### src/rtl/spi_instruction_controller.sv
// SPI frame decoder: assembles addr/instr/data frames, validates them and
// drives configuration-memory reads, writes and reload strobes.
module spi_instruction_controller #(
   parameter int MEM_DEPTH      = 164,
   parameter int CLK_DIV_ADDR   = 6,
   parameter int DEBUG_ADDR     = 163,
   parameter int TIMEOUT_CYCLES = 1023
) (
   input  logic       system_clock,
   input  logic       rst_n,
   input  logic       byte_valid,
   input  logic [7:0] byte_in,
   input  logic [7:0] mem_rdata,
   output logic [7:0] mem_addr,
   output logic [7:0] mem_wdata,
   output logic       mem_we,
   output logic       mem_re,
   output logic [7:0] tx_byte,
   output logic       tx_load,
   output logic       clk_div_we,
   output logic       input_update,
   output logic       debug_we,
   output logic       spi_instruction_done,
   output logic       instr_error,
   output logic       frame_abort
);

   localparam int CW = $clog2(TIMEOUT_CYCLES + 1);
   localparam logic [CW-1:0] GAP_MAX = CW'(TIMEOUT_CYCLES);
   localparam logic [8:0] DEPTH   = 9'(MEM_DEPTH);
   localparam logic [7:0] CD_ADDR = 8'(CLK_DIV_ADDR);
   localparam logic [7:0] DB_ADDR = 8'(DEBUG_ADDR);

   localparam logic [7:0] OP_RD = 8'h00;
   localparam logic [7:0] OP_WR = 8'h01;
   localparam logic [7:0] OP_CD = 8'h05;
   localparam logic [7:0] OP_IU = 8'h07;
   localparam logic [7:0] OP_DB = 8'h09;

   typedef enum logic [2:0] {
      S_MSB,
      S_LSB,
      S_INSTR,
      S_DATA,
      S_EXEC
   } state_t;

   state_t        state;
   logic [CW-1:0] gap;
   logic [7:0]    op_q;
   logic          err_q;
   logic          rd_wait;
   logic          op_bad;
   logic          frame_bad;
   logic          timeout;

   // mem_addr already holds the frame's LSB while the opcode is decoded
   always_comb begin
      op_bad = 1'b0;
      unique case (1'b1)
         (byte_in == OP_RD),
         (byte_in == OP_WR),
         (byte_in == OP_IU): op_bad = 1'b0;
         (byte_in == OP_CD): op_bad = (mem_addr != CD_ADDR);
         (byte_in == OP_DB): op_bad = (mem_addr != DB_ADDR);
         default:            op_bad = 1'b1;
      endcase
   end

   assign frame_bad = op_bad || ({1'b0, mem_addr} >= DEPTH);
   assign timeout   = (state inside {S_LSB, S_INSTR, S_DATA})
                    && (gap == GAP_MAX) && !byte_valid;

   always_ff @(posedge system_clock or negedge rst_n) begin
      if (!rst_n) begin
         state                <= S_MSB;
         gap                  <= '0;
         op_q                 <= '0;
         err_q                <= 1'b0;
         rd_wait              <= 1'b0;
         mem_addr             <= '0;
         mem_wdata            <= '0;
         mem_we               <= 1'b0;
         mem_re               <= 1'b0;
         tx_byte              <= '0;
         tx_load              <= 1'b0;
         clk_div_we           <= 1'b0;
         input_update         <= 1'b0;
         debug_we             <= 1'b0;
         spi_instruction_done <= 1'b0;
         instr_error          <= 1'b0;
         frame_abort          <= 1'b0;
      end else begin
         mem_we               <= 1'b0;
         mem_re               <= 1'b0;
         tx_load              <= 1'b0;
         clk_div_we           <= 1'b0;
         input_update         <= 1'b0;
         debug_we             <= 1'b0;
         spi_instruction_done <= 1'b0;
         instr_error          <= 1'b0;
         frame_abort          <= 1'b0;

         // read data arrives one cycle after mem_re
         rd_wait <= mem_re;
         if (rd_wait) begin
            tx_byte <= mem_rdata;
            tx_load <= 1'b1;
         end

         if (byte_valid || state == S_MSB)
            gap <= '0;
         else if (gap != GAP_MAX)
            gap <= gap + 1'b1;

         if (timeout) begin
            state       <= S_MSB;
            frame_abort <= 1'b1;
         end else begin
            unique case (state)
               S_MSB: begin
                  if (byte_valid)
                     state <= S_LSB;
               end
               S_LSB: begin
                  if (byte_valid) begin
                     mem_addr <= byte_in;
                     state    <= S_INSTR;
                  end
               end
               S_INSTR: begin
                  if (byte_valid) begin
                     op_q   <= byte_in;
                     err_q  <= frame_bad;
                     mem_re <= !frame_bad && (byte_in == OP_RD);
                     state  <= S_DATA;
                  end
               end
               S_DATA: begin
                  if (byte_valid) begin
                     spi_instruction_done <= 1'b1;
                     instr_error          <= err_q;
                     if (!err_q && op_q != OP_RD) begin
                        mem_wdata <= byte_in;
                        mem_we    <= 1'b1;
                     end
                     clk_div_we   <= !err_q && (op_q == OP_CD);
                     input_update <= !err_q && (op_q == OP_IU);
                     debug_we     <= !err_q && (op_q == OP_DB);
                     state        <= S_EXEC;
                  end
               end
               S_EXEC: begin
                  state <= byte_valid ? S_LSB : S_MSB;
               end
               default: state <= S_MSB;
            endcase
         end
      end
   end

endmodule

### config.mk
export PLATFORM = sky130hd
export DESIGN_NAME = spi_instruction_controller
export DESIGN_NICKNAME = d
export VERILOG_FILES = /design/src/rtl/spi_instruction_controller.sv
export SDC_FILE = /design/constraint.sdc
export NUM_CORES = 1
export LEC_CHECK = 0
export CORE_ASPECT_RATIO = 1.5
export CORE_UTILIZATION = 42
export DETAILED_ROUTE_END_ITERATION = 10
export PLACE_DENSITY = 0.78
export SKIP_CTS_REPAIR_TIMING = 1
export SYNTH_ARGS = -nofsm -noshare
export SYNTH_HDL_FRONTEND = slang
export SYNTH_SLANG_ARGS = --single-unit
### constraint.sdc
create_clock -name system_clock -period 5.1 [get_ports system_clock]
set_input_delay 0.765 -clock system_clock [delete_from_list [all_inputs] [get_ports system_clock]]
set_output_delay 0.765 -clock system_clock [all_outputs]
set_load 0.1 [all_outputs]
==> results of run 1 <==
==> worst max-delay path by stage <==
stage	startpoint	to	slack, ns	depth (start not counted)
after detailed placement	byte_valid	mem_wdata[3]	2.49	5
after floorplan	mem_addr[2]	err_q	3.07	4
after global routing	mem_addr[7]	mem_addr[7]	2.39	1
after CTS	mem_addr[7]	mem_addr[7]	2.43	1
after global placement	byte_valid	mem_wdata[0]	2.53	5
final	mem_addr[4]	mem_addr[4]	2.45	1
==> routing by layer <==
| layer | up-vias | global-route usage [%] |
|---|---|---|
| met5 | - | 0 |
| met4 | 0 | 6.25 |
| met3 | 6 | 4.19 |
| met2 | 42 | 29.0 |
| met1 | 793 | 19.8 |
| li1 | 773 | - |
==> cell families (layout without fill, tap and decap cells) <==
logic type	Yosys count	count (layout)	synth area share, %
compound gates	17	17	5.00
xor+xnor	7	7	2.52
fa+ha+maj	1	1	0.515
buf+inv	9	61	1.60
flops	56	56	57.7
mux	35	35	17.3
simple gates	62	62	15.4
==> area by class of cell <==
type / count / area (sq um)
fill: 481 / 2400
sequential: 56 / 1400
multi-input combinational: 122 / 988
timing repair buffer: 54 / 528
tap: 70 / 87.6
clock buffer: 5 / 68.8
clock inverter: 2 / 60.1
==> placed cells by master (no fill, tap or decap), drive strengths merged, types with 2 or more instances in the layout <==
master / synthesis / final
a211oi: 2 / 2
a21oi: 5 / 5
a31oi: 2 / 2
and2: 2 / 2
and3: 4 / 4
and4b: 2 / 2
buf: 4 / 4
bufinv: 0 / 2
clkbuf: 5 / 5
clkdlybuf4s50: 0 / 50
dfrtp: 56 / 56
mux2: 32 / 32
mux2i: 3 / 3
nand2: 10 / 10
nand3: 4 / 4
nand3b: 2 / 2
nand4: 4 / 4
nor2: 13 / 13
nor3: 5 / 5
nor3b: 3 / 3
nor4bb: 2 / 2
o21ai: 2 / 2
or4: 2 / 2
xnor2: 5 / 5
xor2: 2 / 2
==> state kept, by name, indices dropped and copies added (netlist names) <==
register,flops
rd_wait,1
mem_we,1
op_q,8
mem_wdata,8
tx_load,1
err_q,1
state,3
mem_re,1
input_update,1
gap,10
spi_instruction_done,1
instr_error,1
frame_abort,1
mem_addr,8
debug_we,1
tx_byte,8
clk_div_we,1
==> through the flow <==
stage	area (sq um)	setup slack (ns)	util, %
2_1_floorplan	2430	3.07	-
5_1_grt	3130	2.39	56.6
3_5_place_dp	3010	2.49	54.3
3_3_place_gp	3010	2.53	54.3
6_report	3130	2.45	56.6
4_1_cts	3130	2.43	56.6
==> where the power goes <==
part	internal, uW	leakage (uW)	switching, uW
combinational	269	0.000547	619
clock	193	0.0000642	140
sequential	558	0.000729	113
total	1020	0.00134	872
==> results.toml, run 1 <==
[clock_network]
cts_tree = "done"
clk_latency_ns = 0.31
clk_path_buf_depth = 2
cts.clk_slew.worst_paths_ns = 0.10
cts.sinks = 56
cts.htree.levels = 2
numCtsBuffers = 5
cts_root_buffer = "clkbuf_8"

[worst_setup_path]
r2r_slack_ns = 3.37
critPathArrivalTime_ns = 1.88
reg2reg_depth = 4
r2r_start = "state[0]"
cpMaxStageDelayCell = "clkdlybuf4s50_1"
path_buf_inv = 1
end_kind = "output pin"
crit_path_max_fanout = 4
rr_endpoint = "mem_wdata[6]"
path_delay_family = "buffers and inverters"
critical_path.max_stage_delay_ns = 1.16
crit_type = "reg -> out"
cp_cell_sequence = "clkdlybuf4s50_1"
crit_path_start_kind = "register"
required_ns = 4.34

[drt]
drc_errors = 0
routed-wl-met2_um = 2380
initialDrtViolationCount = 40
drt-total-wl_um = 4590
avgRoutedWirePerCell_um = 14.9
dr_wl_met3_um = 199
wl_met1_um = 1950
vias = 1614
first_pass_iters = 4
vias_per_cell = 5.22
routed.top_layer = "met4"
ant_nets = 0

[global_routing]
grt_first_pass_wirelength_um = 7670
grt_pass1_vias = 1563
track_usage_pct = 16.7
gr-total-overflow = 0
grt_max_degree = 57
antenna_found_initial = 0

[sta]
clock_skew_ns = 0.0111
holdWs_ns = 0.392
hold_viol = 0
setup_viol = 0
setup_tns_ns = 0
post-route-period-util_pct = 51.9
max_freq_ghz = 0.378
relSlewSlack_pct = 34.5
rsz0062_at_grt = "false"
slew_violations = 0
worst_pin_slew_ns = 0.980
min_period_ns = 2.65

[die]
start_util_pct = 43.9
rows = 33
die_y_um = 95.1
ioPinCount = 52
dieArea_sq_um = 6100
die_x_um = 64.1
coreArea_sq_um = 5530

[finish]
final_nets = 259
antenna_cells = 0
area_growth_pct = 29.1
finalNonFillerCells = 309
drive_gt1_share_pct = 20.5

[synth]
ys_seq_area_share_pct = 57.7
synth_flop_cell = "dfrtp_1"
ys_top_cells_by_count = "dfrtp_1 (56), mux2_2 (24), nor2_1 (13), nand2_1 (10), mux2_4 (8)"
synth_seq_cells = 56
post-synth-top-count-cell = "dfrtp_1"
synth_edf_count = 0
postSynthCellCount = 187
synth_area_per_cell_sq_um = 13.0
ys_async_sr_fraction_pct = 100
synthesis.nets = 207
netlist_top_cells_area = "dfrtp_1 (58%), mux2_2 (11%), mux2_4 (4.9%)"
syn_area_sq_um = 2430
synthDistinctLibCells = 44
yosys.area.top_type = "dfrtp_1"
ys_warn_count = 0
synth_top_area_share_pct = 57.7

[placement]
dp_hpwl_um = 3270
dp.cells = 302
globalplace.congestion = 0.801
port_buffers = 51

[min_path]
worstHoldPathCells = 0
hold_end = "rd_wait"
hp-class = "reg -> reg"
min_from = "mem_re"

[power]
p_per_area_nw_per_um2 = 604
p_leak_uw = 0.00134
p_total_uw = 1890
vdd_drop_max_mv = 0.654

[job]
drv_cap = 0

[run_status]
status = "finished, final reports clean"
No activity file was read; power rests on OpenSTA's default activity.
==> run 2, diff against run 1 <==
- clock period: 5.1 -> 2.7 ns (I/O delays scaled with it)
==> run 2 against run 1 <==
Against the previous run: register-to-register slack got worse by 2.4 ns; total power rose by 76%; cell count did not move; first-iteration DRC count rose by 23%; sequential power rose by 89%.
==> results.toml, run 2 (synthesized netlist as in run 1, its figures left out) <==
[placement]
globalplace.congestion = 0.755
dp_hpwl_um = 3270
port_buffers = 51

[finish]
drive_gt1_share_pct = 34.3
antenna_cells = 0
area_growth_pct = 24.2
max_flop_register = "gap"
final_nets = 259
mostFrequentLayoutCell = "dfrtp_1"
fill_cells = 504
largest_reg_flops = 10
layout.cells.most_common_list = "dfrtp_1 (56), buf_4 (35), mux2_2 (24), clkdlybuf4s50_1 (17), nor2_1 (13)"

[die]
coreArea_sq_um = 5530
die_y_um = 95.1
ioPinCount = 52
rows = 33
die_x_um = 64.1
dieArea_sq_um = 6100
start_util_pct = 43.9

[power]
p_total_uw = 3320
p_per_area_nw_per_um2 = 1100
vdd_drop_max_mv = 0.970
p_leak_uw = 0.00138

[drt]
first_pass_iters = 4
drc_errors = 0
vias_per_cell = 5.26
drt-total-wl_um = 4390
initialDrtViolationCount = 49
vias = 1625
ant_nets = 0
avgRoutedWirePerCell_um = 14.2

[job]
drv_cap = 0

[global_routing]
busiest_layer = "met2"
use_met1_pct = 19.8
grtUsageMet3_pct = 3.23
grt_first_pass_wirelength_um = 7490
gr-total-overflow = 0
grtUsageMet2_pct = 28.0
antenna_found_initial = 0
track_usage_pct = 16.2
grt_pass1_vias = 1579
grt_max_degree = 31

[sta]
post-route-period-util_pct = 71.9
setup_tns_ns = 0
hold_viol = 0
min_period_ns = 1.94
clock_skew_ns = 0.0105
relSlewSlack_pct = 54.9
setup_viol = 0
rsz0062_at_grt = "false"
max_freq_ghz = 0.515
worst_pin_slew_ns = 0.677
slew_violations = 0

[min_path]
hp-class = "in -> async"

[worst_setup_path]
critPathArrivalTime_ns = 2.14
crit_type = "in -> reg"
crit_path_start_kind = "input pin"
required_ns = 2.90
end_kind = "register"
crit_path_max_fanout = 9

[clock_network]
cts.htree.levels = 2
cts_tree = "done"
cts.clk_slew.worst_paths_ns = 0.09
numCtsBuffers = 5
clk_latency_ns = 0.31
cts_root_buffer = "clkbuf_8"
clk_path_buf_depth = 2
cts.sinks = 56

[run_status]
status = "finished, final reports clean"
-- run 2: changes by cell type in the layout (fill, tap and decap cells not counted) --
cell,change
clkdlybuf4s50_1,-33
buf_12,+1
buf_4,+32
clkinv_2,+1
bufinv_16,-2
clkinvlp_4,+1
-- run 2: path summary, 6_finish.rpt --
kind                                 start      endpoint  slack [ns]  depth (start not counted)
min in group system_clock           mem_re       rd_wait        0.43                          0
worst min register to register      mem_re       rd_wait        0.43                          0
worst max register to register    state[2]  mem_wdata[7]        0.96                          4
worst max-delay path            byte_valid  mem_wdata[7]        0.76                          5
worst min-delay path                 rst_n   mem_addr[7]        0.13                          1
max in group asynchronous            rst_n    tx_byte[4]        2.00                          2
-- run 2: critical path, cell delays in order --
cell,delay [ns]
clkdlybuf4s50_1,0.61
and4b_1,0.30
nand2b_1,0.11
a21oi_4,0.37
mux2_4,0.34
-- run 2: power breakdown --
| part | internal (uW) | switching (uW) |
|---|---|---|
| Clock | 176 | 257 |
| Sequential | 1050 | 214 |
| Combinational | 464 | 1160 |
| Total | 1690 | 1630 |
-- run 2: cell type report --
| type | instances | area [sq um] | area share [%] |
|---|---|---|---|
| clock inverters | 2 | 12.5 | 0.415 |
| repair buffers | 54 | 458 | 15.2 |
| clock buffers | 5 | 68.8 | 2.28 |
| well taps | 70 | 87.6 | 2.90 |
| flip-flops and latches | 56 | 1400 | 46.5 |
| multi-input cells | 122 | 988 | 32.8 |
-- run 2: layer usage --
metal	wire, um	vias to the layer above
met4	67	0
met3	173	6
met2	2240	43
met1	1910	802
li1	-	774
met5	0	-
-- run 2: metrics by stage --
stage	instances	hold WS, ns	utilization (%)	worst slack [ns]	area (sq um)
finish	309	0.128	54.5	0.758	3020
global placement	302	0.381	53.1	0.471	2940
CTS	309	0.143	54.5	0.752	3020
floorplan	187	0.109	-	0.669	2430
global route	309	0.167	54.5	0.663	3020
detailed placement	302	0.393	53.1	0.421	2940
==> run 3, diff against run 2 <==
- PLACE_DENSITY: 0.78 -> 0.81
- clock period: 2.7 -> 1.6 ns (I/O delays scaled with it)
==> run 3 against run 2 <==
Against the previous run: the flow now finishes with violations (setup timing); wire length increased by 14%; worst setup slack got worse by 0.92 ns; cell count increased by 8.4%; register-to-register slack got worse by 1.1 ns; design area increased by 22%; combinational power increased by 120%; clock-buffer cell count increased by 1; die area unchanged; total power increased by 97%; critical path depth unchanged; largest power group unchanged.
==> results.toml, run 3 (synthesized netlist as in run 1, its figures left out) <==
[global_routing]
gr-total-overflow = 0
grt_pass1_vias = 1798
grt_max_degree = 30
track_usage_pct = 18.8
antenna_found_initial = 0
grt_first_pass_wirelength_um = 8630

[drt]
initialDrtViolationCount = 105
drc_errors = 0
first_pass_iters = 4
ant_nets = 0
avgRoutedWirePerCell_um = 14.9
vias = 1735
drt-total-wl_um = 4980
vias_per_cell = 5.18

[finish]
layout.cells.most_common_list = "dfrtp_1 (50), buf_12 (35), buf_4 (25), mux2_2 (24), clkdlybuf4s50_1 (17)"
fill_cells = 405
area_growth_pct = 51.3
final_cell_area_sq_um = 3670
antenna_cells = 0
max_flop_register = "gap"
drive_gt1_share_pct = 43.8
mostFrequentLayoutCell = "dfrtp_1"
largest_reg_flops = 10
final_nets = 284

[worst_setup_path]
required_ns = 1.80
critPathArrivalTime_ns = 1.96
crit_type = "reg -> reg"
critical_path.max_stage_delay_ns = 0.56
cpMaxStageDelayCell = "or4_4"
crit_path_start_kind = "register"
crit_path_max_fanout = 9
end_kind = "register"
cp_cell_sequence = "or4_4, nor3_4, a21oi_4, buf_12, mux2_4"

[power]
p_total_uw = 6540
vdd_drop_max_mv = 1.86
p_per_area_nw_per_um2 = 1780
p_leak_uw = 0.00161

[min_path]
hp-class = "reg -> reg"

[placement]
post-place-ws_ns = -0.248
globalplace.congestion = 0.848
place_area_sq_um = 3560
port_buffers = 51
dp_hpwl_um = 3670

[run_status]
violations = "setup timing"
status = "finished with violations"

[clock_network]
cts_root_buffer = "clkbuf_8"
cts.clk_slew.worst_paths_ns = 0.10
numCtsBuffers = 5
cts.htree.levels = 2
clk_path_buf_depth = 2
cts_tree = "done"
cts.sinks = 56
clk_latency_ns = 0.31

[job]
drv_cap = 0

[die]
dieArea_sq_um = 6100
ioPinCount = 52
rows = 33
start_util_pct = 43.9
coreArea_sq_um = 5530
die_y_um = 95.1
die_x_um = 64.1

[sta]
setup_viol = 8
fin_ws_ns = -0.164
holdWs_ns = 0.446
min_period_ns = 1.76
hold_viol = 0
worst_pin_slew_ns = 0.649
clock_skew_ns = 0.0119
slew_violations = 0
max_freq_ghz = 0.567
rsz0062_at_grt = "true"
relSlewSlack_pct = 56.7
post-route-period-util_pct = 110
run 3: changes by cell type in the layout (fill, tap and decap cells not counted), sizes merged:
cell,change
buf,+24
clkbuf,+1
dlygate4sd3,+1
run 3: where the power goes:
part	switching, uW	leakage [uW]	internal, uW
registers	416	0.000723	1810
logic	2090	0.000845	1460
clock network	454	0.0000414	312
run 3: layer usage:
layer	vias to the layer above	global-route usage [%]	wire length, um
met5	-	0	0
met4	0	7.01	69
met3	7	4.19	184
met2	45	32.2	2630
met1	856	23.1	2100
li1	827	-	-
run 3: area by class of cell:
cell class                      count  area, sq um  share of cell area [%]
Multi-Input combinational cell    122         1010                    27.5
Sequential cell                    56         1410                    38.5
Clock inverter                      2         16.3                   0.443
Clock buffer                        6         72.6                    1.97
Tap cell                           70         87.6                    2.38
Timing Repair Buffer               79         1070                    29.2
run 3: metrics by stage:
step | std cells | util [%] | TNS (ns)
after floorplan | 187 | - | -0.250
after global placement | 326 | 64.3 | -3.77
after detailed placement | 326 | 64.3 | -4.06
after CTS | 334 | 65.9 | -1.31
after global routing | 335 | 66.4 | -1.75
final | 335 | 66.4 | -1.25
run 3: worst paths after layout:
check	endpoint	depth (start not counted)	startpoint	slack (ns)
worst max register to register	mem_wdata[4]	5	op_q[5]	-0.16
worst max-delay path	mem_wdata[4]	5	op_q[5]	-0.16
worst min-delay path	rd_wait	0	mem_re	0.45
max in group asynchronous	mem_addr[4]	3	rst_n	0.51
worst min register to register	rd_wait	0	mem_re	0.45
min in group asynchronous	tx_byte[3]	2	rst_n	0.49
run 3: critical path: cells and delay by family, from the launching register on:
family	cells	cell delay, ns
buf+inv	1	0.15
compound gates	1	0.08
flops	1	0.39
simple gates	2	0.74
mux	1	0.29
